==> config.mk <==
export PLATFORM = sky130hd
export DESIGN_NAME = random_y_fifo_gen_flat
export DESIGN_NICKNAME = d
export VERILOG_FILES = /design/src/rtl/random_y_fifo_gen_if.sv /design/src/rtl/random_y_fifo_gen.sv /design/src/flat_wrapper.sv
export SDC_FILE = /design/constraint.sdc
export NUM_CORES = 1
export LEC_CHECK = 0
export BUFFER_PORTS_ARGS = -buffer_cell sky130_fd_sc_hd__buf_2
export CAP_MARGIN = 20
export CORE_MARGIN = 2
export CORE_UTILIZATION = 63
export CTS_CLUSTER_DIAMETER = 30
export DETAILED_ROUTE_END_ITERATION = 8
export GPL_TIMING_DRIVEN = 0
export PLACE_DENSITY = 0.92
export SETUP_SLACK_MARGIN = 0.05
export SYNTH_ARGS = -nofsm -noshare
export SYNTH_HDL_FRONTEND = slang
export SYNTH_SLANG_ARGS = --single-unit
==> constraint.sdc <==
create_clock -name clk -period 6.9 [get_ports clk]
set_clock_uncertainty 0.15 [all_clocks]
set_input_delay 0 -clock clk [delete_from_list [all_inputs] [get_ports clk]]
set_output_delay 0 -clock clk [all_outputs]
set_load 0.01 [all_outputs]
==> src/rtl/random_y_fifo_gen_if.sv <==
// Request/valid handshake and status bundle between the Y generator and the pipe spawner.
interface random_y_fifo_gen_if #(
    parameter int unsigned WIDTH = 7
);
    logic             user_input;
    logic             next_req;
    logic [WIDTH-1:0] random_number;
    logic             valid;
    logic             empty;
    logic             full;
    logic             overflow;

    modport master (
        output user_input, next_req,
        input  random_number, valid, empty, full, overflow
    );

    modport slave (
        input  user_input, next_req,
        output random_number, valid, empty, full, overflow
    );
endinterface

==> src/rtl/random_y_fifo_gen.sv <==
// Pipe-opening Y generator: wrap-around down-counter sampled on button edges into a small FIFO.
// Optional LFSR mixing of the sample is enabled by defining RANDOM_LFSR_MIX_EN.
module random_y_fifo_gen #(
    parameter int unsigned WIDTH = 7,
    parameter int unsigned Y_MIN = 30,
    parameter int unsigned Y_MAX = 100,
    parameter int unsigned DEPTH = 4
) (
    input logic                clk,
    input logic                reset,
    random_y_fifo_gen_if.slave bus
);
    localparam int unsigned RANGE = Y_MAX - Y_MIN + 1;
    localparam int unsigned AW    = $clog2(DEPTH);
    localparam int unsigned PW    = AW + 1;

    logic [WIDTH-1:0] count_q, count_d;
    logic             user_input_q, user_input_d;
    logic [PW-1:0]    wr_ptr_q, wr_ptr_d;
    logic [PW-1:0]    rd_ptr_q, rd_ptr_d;
    logic [WIDTH-1:0] random_number_q, random_number_d;
    logic             valid_q, valid_d;
    logic             empty_q, empty_d;
    logic             full_q, full_d;
    logic             overflow_q, overflow_d;
    logic [WIDTH-1:0] mem_q [DEPTH];

    logic [WIDTH-1:0] sample;
    logic             rise;
    logic             fifo_empty;
    logic             fifo_full;
    logic             push;
    logic             pop;

`ifdef RANDOM_LFSR_MIX_EN
    localparam int unsigned TW = WIDTH + 1;

    if (RANGE < (2 ** (WIDTH - 1))) begin : g_range_check
        $error("random_y_fifo_gen: Y_MAX - Y_MIN + 1 must be >= 2**(WIDTH-1) for LFSR mixing");
    end

    logic [15:0]      lfsr_q, lfsr_d;
    logic [WIDTH-1:0] off;
    logic [TW-1:0]    t;

    // Fibonacci LFSR, taps 16,14,13,11; offset folded back into [Y_MIN, Y_MAX].
    always_comb begin
        lfsr_d = {lfsr_q[14:0], lfsr_q[15] ^ lfsr_q[13] ^ lfsr_q[12] ^ lfsr_q[10]};
        off    = {1'b0, lfsr_q[WIDTH-2:0]};
        t      = TW'(count_q) - TW'(Y_MIN) + TW'(off);
        sample = WIDTH'(Y_MIN) + WIDTH'((t >= TW'(RANGE)) ? (t - TW'(RANGE)) : t);
    end

    always_ff @(posedge clk or posedge reset) begin
        if (reset) begin
            lfsr_q <= 16'hACE1;
        end else begin
            lfsr_q <= lfsr_d;
        end
    end
`else
    always_comb begin
        sample = count_q;
    end
`endif

    always_comb begin
        fifo_empty = (wr_ptr_q == rd_ptr_q);
        fifo_full  = (wr_ptr_q[PW-1] != rd_ptr_q[PW-1]) &&
                     (wr_ptr_q[PW-2:0] == rd_ptr_q[PW-2:0]);
    end

    // Counter, edge capture, FIFO pointers and request delivery.
    always_comb begin
        count_d         = (count_q <= WIDTH'(Y_MIN)) ? WIDTH'(Y_MAX) : (count_q - WIDTH'(1));
        user_input_d    = bus.user_input;
        rise            = bus.user_input & ~user_input_q;
        pop             = bus.next_req & ~fifo_empty;
        // A full FIFO still accepts the capture when a pop frees a slot in the same cycle.
        push            = rise & (~fifo_full | pop);
        overflow_d      = overflow_q | (rise & fifo_full & ~pop);
        wr_ptr_d        = wr_ptr_q + PW'(push);
        rd_ptr_d        = rd_ptr_q + PW'(pop);
        empty_d         = (wr_ptr_d == rd_ptr_d);
        full_d          = (wr_ptr_d[PW-1] != rd_ptr_d[PW-1]) &&
                          (wr_ptr_d[PW-2:0] == rd_ptr_d[PW-2:0]);
        valid_d         = bus.next_req;
        random_number_d = random_number_q;
        if (bus.next_req) begin
            random_number_d = fifo_empty ? sample : mem_q[rd_ptr_q[PW-2:0]];
        end
    end

    always_ff @(posedge clk or posedge reset) begin
        if (reset) begin
            count_q         <= WIDTH'(Y_MAX);
            user_input_q    <= 1'b0;
            wr_ptr_q        <= '0;
            rd_ptr_q        <= '0;
            random_number_q <= WIDTH'(Y_MAX);
            valid_q         <= 1'b0;
            empty_q         <= 1'b1;
            full_q          <= 1'b0;
            overflow_q      <= 1'b0;
        end else begin
            count_q         <= count_d;
            user_input_q    <= user_input_d;
            wr_ptr_q        <= wr_ptr_d;
            rd_ptr_q        <= rd_ptr_d;
            random_number_q <= random_number_d;
            valid_q         <= valid_d;
            empty_q         <= empty_d;
            full_q          <= full_d;
            overflow_q      <= overflow_d;
        end
    end

    // Storage needs no reset: pointers alone define which entries are live.
    always_ff @(posedge clk) begin
        if (push) begin
            mem_q[wr_ptr_q[PW-2:0]] <= sample;
        end
    end

    assign bus.random_number = random_number_q;
    assign bus.valid         = valid_q;
    assign bus.empty         = empty_q;
    assign bus.full          = full_q;
    assign bus.overflow      = overflow_q;
endmodule

==> src/flat_wrapper.sv <==
// flat-port wrapper written by rule: the top's interface ports become plain ports
module random_y_fifo_gen_flat 
#(
    parameter int unsigned WIDTH = 7,
    parameter int unsigned Y_MIN = 30,
    parameter int unsigned Y_MAX = 100,
    parameter int unsigned DEPTH = 4
)
  (clk, reset, bus_user_input, bus_next_req, bus_random_number, bus_valid, bus_empty, bus_full, bus_overflow);
  random_y_fifo_gen_if #(.WIDTH(WIDTH)) bus_i ();
  input logic clk;
  input logic reset;
  input wire logic [$bits(bus_i.user_input)-1:0] bus_user_input;
  input wire logic [$bits(bus_i.next_req)-1:0] bus_next_req;
  output wire logic [$bits(bus_i.random_number)-1:0] bus_random_number;
  output wire logic [$bits(bus_i.valid)-1:0] bus_valid;
  output wire logic [$bits(bus_i.empty)-1:0] bus_empty;
  output wire logic [$bits(bus_i.full)-1:0] bus_full;
  output wire logic [$bits(bus_i.overflow)-1:0] bus_overflow;
  assign bus_i.user_input = bus_user_input;
  assign bus_i.next_req = bus_next_req;
  assign bus_random_number = bus_i.random_number;
  assign bus_valid = bus_i.valid;
  assign bus_empty = bus_i.empty;
  assign bus_full = bus_i.full;
  assign bus_overflow = bus_i.overflow;
  random_y_fifo_gen #(.WIDTH(WIDTH), .Y_MIN(Y_MIN), .Y_MAX(Y_MAX), .DEPTH(DEPTH)) u_core (.clk(clk), .reset(reset), .bus(bus_i));
endmodule
==> flow_summary.json <==
{
  "outcome": "finished clean",
  "clk_path_buf_depth": 2,
  "synthesis.nets": 148,
  "tns_ps": 0,
  "dieHeight_um": 63.8,
  "ys_seq_area_share_pct": 65.5,
  "post-place-ws_ps": 4170,
  "htreeDepth": 2,
  "ys_warn_count": 0,
  "port_buffers": 14,
  "first_pass_iters": 4,
  "setup_viol": 0,
  "postLayoutCoreUtil_pct": 72.7,
  "syn_area_per_cell_sq_um": 16.2,
  "hold_depth": 2,
  "cts_tree": "built",
  "cp.buffers_inverters": 2,
  "crit_path_cell_trace": "buf_6, xor2_4, nor4_1, nand2b_1, inv_2, ha_1, ha_1, xnor2_1, xor2_1, nor3b_1",
  "via_per_inst": 5.69,
  "core_area_sq_mm": 0.00339,
  "die_width_um": 63.8,
  "wl_um": 3420,
  "syn_to_final_growth_pct": 9.45,
  "max_freq_ghz": 0.378,
  "hold_start": "bus_user_input",
  "ff2ff_setup_slack_ps": 4250,
  "hold_path_class": "input pin to flop",
  "slew-limit-headroom_pct": 30.6,
  "setup_slack_ps": 4250,
  "drv_slew": 0,
  "start_util_pct": 66.4,
  "grt_max_degree": 26,
  "synthFlopType": "edfxtp_1",
  "vias": 1195,
  "diodes": 0,
  "max_stage_delay_ps": 420,
  "hold-path-endpoint": "u_core.user_input_q$_DFF_PP0_",
  "ys_seq_elements": 53,
  "critPathTopFamily": "simple AND/OR/NAND/NOR gates",
  "seq_power_share_pct": 48.4,
  "synth_edf_count": 28,
  "drt_iter0_drc": 55,
  "power.internal_uw": 614,
  "power.switching_uw": 317,
  "worstSetupStartpointType": "flop",
  "r2r_end": "u_core.bus.empty$_DFF_PP1_",
  "ys_types": 30,
  "grt_pass1_wl_um": 5840,
  "postRouteAntennaNets": 0,
  "wl_per_cell_um": 16.3,
  "row_count": 21,
  "synthAdderAreaFrac_pct": 2.78,
  "end_kind": "flop",
  "min_period_ps": 2650,
  "max_slew.worst_pin.slew_ps": 1040,
  "muxShareOfSynthArea_pct": 11.3,
  "cts-resized-gates": 0,
  "path_common_cell": "ha_1",
  "final_cell_mix": "28 x edfxtp_1, 18 x dfrtp_1, 14 x nor2_1, 14 x buf_2, 9 x a21oi_1",
  "cp.arrival_ps": 2780,
  "clk_latency_ps": 370,
  "path_clk_slew_ps": 140,
  "power_density_mw_per_mm2": 378,
  "clock_sinks": 53,
  "ir_drop_v": 0.000182,
  "pwr-share-comb_pct": 37.7,
  "gp_congestion": 0.711,
  "cts_root_buf": "clkbuf_4",
  "overflow": 0,
  "syn_inst": 139,
  "critPathKind": "flop to flop",
  "drv_cap": 0,
  "synth_top_family_by_area": "multiplexers",
  "antenna_found_initial": 0,
  "rr_startpoint": "u_core.rd_ptr_q[1]$_DFF_PP0_",
  "p_leak_uw": 0.000996,
  "ys_async_sr_fraction_pct": 47.2,
  "first_global_vias": 1258,
  "p_sw_share_pct": 34.0,
  "final_common_cell": "edfxtp_1",
  "synth-simple-area-share_pct": 7.62,
  "fin_nets": 172,
  "final_hold_viol_count": 0,
  "crit_path_top_delay_cell": "dfrtp_1",
  "rsz0062_at_grt": "no",
  "grt_usage_pct": 19.5,
  "drive_above_1_share_pct": 22.0,
  "post-dp-hpwl_um": 2480,
  "finalCritPeriodShare_pct": 38.4,
  "worstPathMaxFanout": 8,
  "cts_inserted_buffers": 5,
  "syn_area_sq_mm": 0.00225,
  "ios": 15,
  "synth_xor_area_share_pct": 6.84,
  "cp.required_ps": 7040,
  "rr_worst_depth": 10,
  "fill_cells": 190,
  "die-area_sq_mm": 0.00407,
  "clockPowerShare_pct": 13.9,
  "post-route-drc-count": 0,
  "synth_compound_area_share_pct": 3.61
}
## routing by layer
metal / vias to the layer above / wire (um) / global-route usage, %
met2: 42 / 1770 / 32.0
li1: 554 / - / -
met1: 596 / 1410 / 26.5
met4: 0 / 32 / 6.52
met5: - / 0 / 0
met3: 3 / 203 / 4.23
## sequential cells by signal, indices dropped and copies added (netlist names)
name,flops
u_core.bus.valid,1
u_core.bus.full,1
u_core.bus.overflow,1
u_core.count_q,7
u_core.bus.random_number,7
u_core.wr_ptr_q,3
u_core.mem_q,28
u_core.rd_ptr_q,3
u_core.user_input_q,1
u_core.bus.empty,1
## stage by stage
stage                     hold WS, ps  cell area, sq um  instances  power, uW
final                             131              2460        210        930
after global routing              125              2460        210        982
after CTS                         108              2460        210        937
after detailed placement        -21.3              2380        199        809
after global placement          -29.5              2380        199        784
after floorplan                  -128              2250        139        729
## logic make-up after synthesis
logic type,Yosys count
xor gates and xnor gates,13
buffers and inverters,10
AOI/OAI and AO/OA,12
adders and majority gates,5
and+or+nand+nor,32
muxes,14
DFF,53
## layout make-up
class                           instances  area, sq um  share of cell area (%)
Inverter                                6         22.5                   0.914
Buffer                                  4         30.0                    1.22
Clock buffer                            5         37.5                    1.52
Tap cell                               46         57.6                    2.34
Clock inverter                          3         17.5                   0.711
Sequential cell                        53         1480                    59.9
Multi-Input combinational cell         76          723                    29.4
Timing Repair Buffer                   17          100                    4.06
## synth_stat cells, drive strengths merged (2+ instances only)
cell type,count,area (sq um)
a21oi,9,45.0
buf,2,22.5
clkbuf,2,7.51
dfrtp,18,450
dfstp,7,184
edfxtp,28,841
ha,5,62.6
inv,6,22.5
mux2i,7,70.1
mux4,7,184
nand2,2,7.51
nand2b,3,18.8
nor2,14,52.6
nor2b,2,12.5
nor3,5,36.3
nor3b,2,15.0
o31ai,2,28.8
xnor2,4,35.0
xor2,8,96.4
## power groups by stage
stage	sequential, uW	combinational [uW]	clock [uW]
finish	450	351	129
global route	457	381	144
CTS	450	355	133
detailed placement	456	352	0
global placement	450	334	0
floorplan	460	269	0
## what timing repair did
item | 4_1_cts | 5_1_grt
setup buffers | 0 | 0
endpoints found under the hold margin | 26 | 0
endpoints found under the setup margin | 0 | 0
hold buffers | 3 | 0
## how the worst max path moves through the flow
stage | startpoint | to | slack (ps) | cells after the start
after CTS | u_core.wr_ptr_q[0]$_DFF_PP0_ | u_core.mem_q[2][0]$_DFFE_PP_ | 4190 | 4
final | u_core.rd_ptr_q[1]$_DFF_PP0_ | u_core.bus.empty$_DFF_PP1_ | 4250 | 10
after detailed placement | u_core.wr_ptr_q[0]$_DFF_PP0_ | u_core.mem_q[2][0]$_DFFE_PP_ | 4170 | 4
after floorplan | u_core.rd_ptr_q[1]$_DFF_PP0_ | u_core.bus.empty$_DFF_PP1_ | 4550 | 10
after global placement | u_core.wr_ptr_q[0]$_DFF_PP0_ | u_core.mem_q[2][2]$_DFFE_PP_ | 4340 | 4
after global routing | u_core.rd_ptr_q[1]$_DFF_PP0_ | u_core.bus.empty$_DFF_PP1_ | 4030 | 10
## worst reg2reg max path, delay by kind of cell, from the launching register on
kind	cells	cell delay, ps
DFF	1	420
adders and majority gates	2	380
and+or+nand+nor	3	760
buffers and inverters	2	230
xor gates and xnor gates	3	640
Power figures use the tool's default switching activity.
